===== src/rtl/fetch_prefetch_queue.sv =====
// rtl/fetch_prefetch_queue.sv - byte-wise instruction fetch FSM feeding a small instruction/PC prefetch FIFO
// Assembles big-endian 16-bit instructions from two byte reads and queues them for decode.
module fetch_prefetch_queue #(
  parameter int unsigned DEPTH    = 4,
  parameter logic [15:0] RESET_PC = 16'h0000
) (
  input  logic                     CK,
  input  logic                     RST,
  output logic                     MEM_REQ,
  output logic [15:0]              MEM_ADDR,
  input  logic [7:0]               MEM_RDATA,
  input  logic                     MEM_ACK,
  input  logic                     REDIR,
  input  logic [15:0]              REDIR_PC,
  output logic [15:0]              IR,
  output logic [15:0]              IR_PC,
  output logic                     IR_VALID,
  input  logic                     IR_READY,
  output logic [$clog2(DEPTH):0]   COUNT
);

  localparam int unsigned AW = $clog2(DEPTH);
  localparam logic [AW:0] DEPTH_C = (AW+1)'(DEPTH);

  typedef enum logic {ST_HI, ST_LO} state_e;

  state_e        state_q, state_d;
  logic [15:0]   pc_q, pc_d;
  logic [7:0]    hi_q, hi_d;
  logic [AW-1:0] wr_ptr_q, wr_ptr_d;
  logic [AW-1:0] rd_ptr_q, rd_ptr_d;
  logic [AW:0]   count_q, count_d;
  logic [15:0]   ir_mem_q [DEPTH];
  logic [15:0]   pc_mem_q [DEPTH];
  logic          push, pop;

  // Request depends only on registered state, except that reset and redirect suppress it.
  always_comb begin
    state_d  = state_q;
    pc_d     = pc_q;
    hi_d     = hi_q;
    push     = 1'b0;
    MEM_ADDR = (state_q == ST_LO) ? pc_q + 16'd1 : pc_q;
    MEM_REQ  = 1'b0;
    if (!RST && !REDIR) begin
      MEM_REQ = (state_q == ST_LO) || (count_q != DEPTH_C);
    end
    if (REDIR) begin
      state_d = ST_HI;
      pc_d    = {REDIR_PC[15:1], 1'b0};
    end else if (MEM_REQ && MEM_ACK) begin
      if (state_q == ST_HI) begin
        hi_d    = MEM_RDATA;
        state_d = ST_LO;
      end else begin
        push    = 1'b1;
        pc_d    = pc_q + 16'd2;
        state_d = ST_HI;
      end
    end
  end

  assign IR_VALID = (count_q != '0);
  assign pop      = IR_VALID && IR_READY && !REDIR;
  assign COUNT    = count_q;
  assign IR       = IR_VALID ? ir_mem_q[rd_ptr_q] : 16'h0000;
  assign IR_PC    = IR_VALID ? pc_mem_q[rd_ptr_q] : 16'h0000;

  always_comb begin
    wr_ptr_d = wr_ptr_q;
    rd_ptr_d = rd_ptr_q;
    count_d  = count_q;
    if (REDIR) begin
      wr_ptr_d = '0;
      rd_ptr_d = '0;
      count_d  = '0;
    end else begin
      if (push) wr_ptr_d = wr_ptr_q + 1'b1;
      if (pop)  rd_ptr_d = rd_ptr_q + 1'b1;
      case ({push, pop})
        2'b10:   count_d = count_q + 1'b1;
        2'b01:   count_d = count_q - 1'b1;
        default: count_d = count_q;
      endcase
    end
  end

  always_ff @(posedge CK or posedge RST) begin
    if (RST) begin
      state_q  <= ST_HI;
      pc_q     <= RESET_PC;
      hi_q     <= 8'h00;
      wr_ptr_q <= '0;
      rd_ptr_q <= '0;
      count_q  <= '0;
    end else begin
      state_q  <= state_d;
      pc_q     <= pc_d;
      hi_q     <= hi_d;
      wr_ptr_q <= wr_ptr_d;
      rd_ptr_q <= rd_ptr_d;
      count_q  <= count_d;
    end
  end

  // Payload storage needs no reset: entries are only visible while counted.
  always_ff @(posedge CK) begin
    if (push) begin
      ir_mem_q[wr_ptr_q] <= {hi_q, MEM_RDATA};
      pc_mem_q[wr_ptr_q] <= pc_q;
    end
  end

endmodule


===== config.mk =====
export PLATFORM = sky130hd
export DESIGN_NAME = fetch_prefetch_queue
export DESIGN_NICKNAME = d
export VERILOG_FILES = /design/src/rtl/fetch_prefetch_queue.sv
export SDC_FILE = /design/constraint.sdc
export NUM_CORES = 1
export LEC_CHECK = 0
export ABC_AREA = 1
export CAP_MARGIN = 20
export CORE_UTILIZATION = 45
export CTS_BUF_LIST = sky130_fd_sc_hd__clkbuf_2 sky130_fd_sc_hd__clkbuf_4 sky130_fd_sc_hd__clkbuf_8
export DETAILED_ROUTE_END_ITERATION = 8
export PLACE_DENSITY = 0.71
export SYNTH_ARGS = -nofsm -noshare
export SYNTH_HDL_FRONTEND = slang
export SYNTH_SLANG_ARGS = --single-unit

===== constraint.sdc =====
create_clock -name CK -period 3 [get_ports CK]
set_input_delay 0.6 -clock CK [delete_from_list [all_inputs] [get_ports CK]]
set_output_delay 0.6 -clock CK [all_outputs]
set_load 0.03 [all_outputs]

==> flow_summary.yaml <==
status:
  outcome: "completed"
yosys:
  synth_top_cell_area_share_pct: 54.9
  ys_top_cells_by_count: "nor2_1 (147), edfxtp_1 (124), nand2_1 (73)"
  synth.distinct_cells: 35
  synth_nets: 674
  synth_warnings: 0
  synth_area_leaders: "edfxtp_1 (55%), dfrtp_1 (11%), nor2_1 (8.1%)"
  synth-edff-count: 124
  async_reset_ff_share_pct: 20.0
  ys_seq_area_share_pct: 66.4
  yosysTopAreaCell: "edfxtp_1"
  yosys.cell_count.top_type: "nor2_1"
  synth_seq_cells: 155
  syn_inst: 639
  synth_flop_cell: "edfxtp_1"
  syn_area_per_cell_um2: 10.6
  syn-cell-area_um2: 6780
min_path:
  hold_path_class: "primary input to asynchronous set/reset pin"
die:
  dieArea_um2: 15600
  fp.dieH_um: 125
  start_util_pct: 46.5
  row_count: 44
  core_area_um2: 14600
  die_x_um: 125
  io_pins: 82
detailed_routing:
  avgRoutedWirePerCell_um: 16.2
  route.met2.wl_um: 7430
  ant_nets: 0
  highest-signal-layer: "met4"
  wl_met1_um: 6350
  vias_per_cell: 5.19
  first_pass_iters: 7
  drc_errors: 0
  dr_total_vias: 4695
  dr.first_iter.drc_count: 408
  drt-total-wl_um: 14700
  met3_length_um: 791
sta:
  slew_viol_final: 0
  fmax_ghz: 0.363
  rsz0062_at_grt: "no"
  hold_viol_final: 0
  skew_ns: 0.0111
  fin_crit_ns: 2.75
  setup_viol: 0
  finalCritPeriodShare_pct: 91.8
placement:
  port_buffers: 79
  dp_hpwl_um: 9050
  gp_congestion: 0.843
clock_network:
  cts_max_level: 4
  cts_buffers: 17
  ctsHoldBuffers: 0
  clock_sink_count: 155
  cts-root-buf: "clkbuf_8"
  ctsLongestPathBuffers: 2
  post_cts_buffers: 0
  ctsResizeCount: 0
  cts_tree: "built"
  insertion_delay_ns: 0.45
  clkTransAtPathRegs_ns: 0.08
grt:
  grt_pass1_wl_um: 24000
  antenna_found_initial: 0
  grt_pass1_vias: 4704
  grt_usage_pct: 19.9
  grt_overflow_total: 0
  grt_max_degree: 64
worst_setup_path:
  arrival_ns: 2.15
  crit_chain: "inv_2 -> buf_4 -> o21ai_0 -> a21oi_1 -> buf_4"
  crit_cells: 5
  cp-end-kind: "output port"
  critPathBufInv: 3
  crit_path_frequent_cell: "buf_4"
  r2r_cells: 12
  path_max_fanout: 26
  critPathKind: "flop to output port"
  crit_slowest_cell: "dfrtp_2"
  max_stage_delay_ns: 0.43
  worstPathRequired_ns: 2.40
  cp-start-kind: "flop"
  crit_family: "buffers and inverters"
pwr:
  p_leak_uw: 0.00313
  p_sw_share_pct: 23.9
  clock_power_share_pct: 33.8
  p_sw_uw: 1020
  pwr-share-seq_pct: 58.4
  ir_drop_uv: 281
  intPower_uw: 3230
  power_density_nw_per_um2: 522
  combPwrFrac_pct: 7.7
  total_power_uw: 4250
layout:
  diodes: 0
  nets: 743
  fillCellCount: 1184
  drive_gt1_share_pct: 15.8
  utilization_pct: 55.8
  area_growth_pct: 20.1
flow_run:
  drv_cap: 0
-- flip-flops by register name, indices dropped and copies added (netlist names) --
name	count
pc_q	15
COUNT	3
wr_ptr_q	2
pc_mem_q	60
state_q	1
hi_q	8
ir_mem_q	64
rd_ptr_q	2
-- power by group through the flow --
stage / Clock, uW / Combinational [uW] / Sequential (uW)
global placement: 0 / 322 / 2520
finish: 1440 / 328 / 2480
detailed placement: 0 / 329 / 2530
floorplan: 0 / 219 / 2500
CTS: 1460 / 331 / 2480
global route: 1550 / 358 / 2490
-- routing by layer --
layer,vias to the layer above,global-route usage (%)
li1,2293,-
met5,-,0
met2,138,33.7
met1,2252,25.2
met3,12,4.68
met4,0,6.59
-- final cells by class --
| class | instances | area, um2 | area share [%] |
|---|---|---|---|
| Sequential cell | 155 | 4500 | 55.3 |
| Multi-Input combinational cell | 395 | 1890 | 23.2 |
| Timing Repair Buffer | 95 | 981 | 12.0 |
| Clock buffer | 20 | 269 | 3.30 |
| Tap cell | 184 | 230 | 2.83 |
| Inverter | 44 | 170 | 2.09 |
| Clock inverter | 12 | 98.8 | 1.21 |
-- stage by stage --
| step | hold slack (ns) | std cells | cell area (um2) | setup TNS [ns] | setup slack (ns) |
|---|---|---|---|---|---|
| final | 0.417 | 905 | 8140 | 0 | 0.245 |
| after global routing | 0.425 | 905 | 8140 | 0 | 0.100 |
| after CTS | 0.399 | 905 | 8140 | 0 | 0.251 |
| after detailed placement | 0.499 | 873 | 7770 | 0 | 0.368 |
| after global placement | 0.483 | 873 | 7770 | 0 | 0.414 |
| after floorplan | 0.476 | 639 | 6790 | -12.36 | -0.0997 |
-- path summary, 6_finish.rpt --
path | from | slack, ns | to
setup / recovery | rd_ptr_q[0] | 0.25 | IR[9]
hold / removal | RST | 0.42 | state_q
setup reg to reg | COUNT[1] | 0.97 | COUNT[2]
hold reg to reg | hi_q[5] | 0.52 | ir_mem_q[2][13]
max in group asynchronous | RST | 1.84 | rd_ptr_q[0]
min in group CK | hi_q[5] | 0.52 | ir_mem_q[2][13]
-- cell families after synthesis --
| kind of cell | count (synthesis) | share of synthesized area, % |
|---|---|---|
| AO/OA/AOI/OAI | 124 | 10.1 |
| XOR/XNOR | 3 | 0.388 |
| adder cells (fa/ha/maj) | 6 | 1.22 |
| buffers and inverters | 89 | 5.89 |
| flip-flops | 155 | 66.4 |
| other | 1 | 0.0553 |
| AND/OR/NAND/NOR | 261 | 16.0 |
-- cell usage in the layout (no fill, tap or decap), types with 6 or more instances in the layout --
| master | n |
|---|---|
| clkbuf_8 | 19 |
| nand2_1 | 73 |
| nor2_1 | 142 |
| edfxtp_1 | 124 |
| buf_12 | 12 |
| o21ai_2 | 8 |
| buf_4 | 36 |
| a21oi_1 | 35 |
| clkdlybuf4s50_1 | 47 |
| inv_1 | 36 |
| nand3_1 | 22 |
| o21ai_0 | 69 |
| dfrtp_1 | 30 |
| inv_2 | 7 |
| nand4_1 | 6 |
No activity file was read; power rests on OpenSTA's default activity.
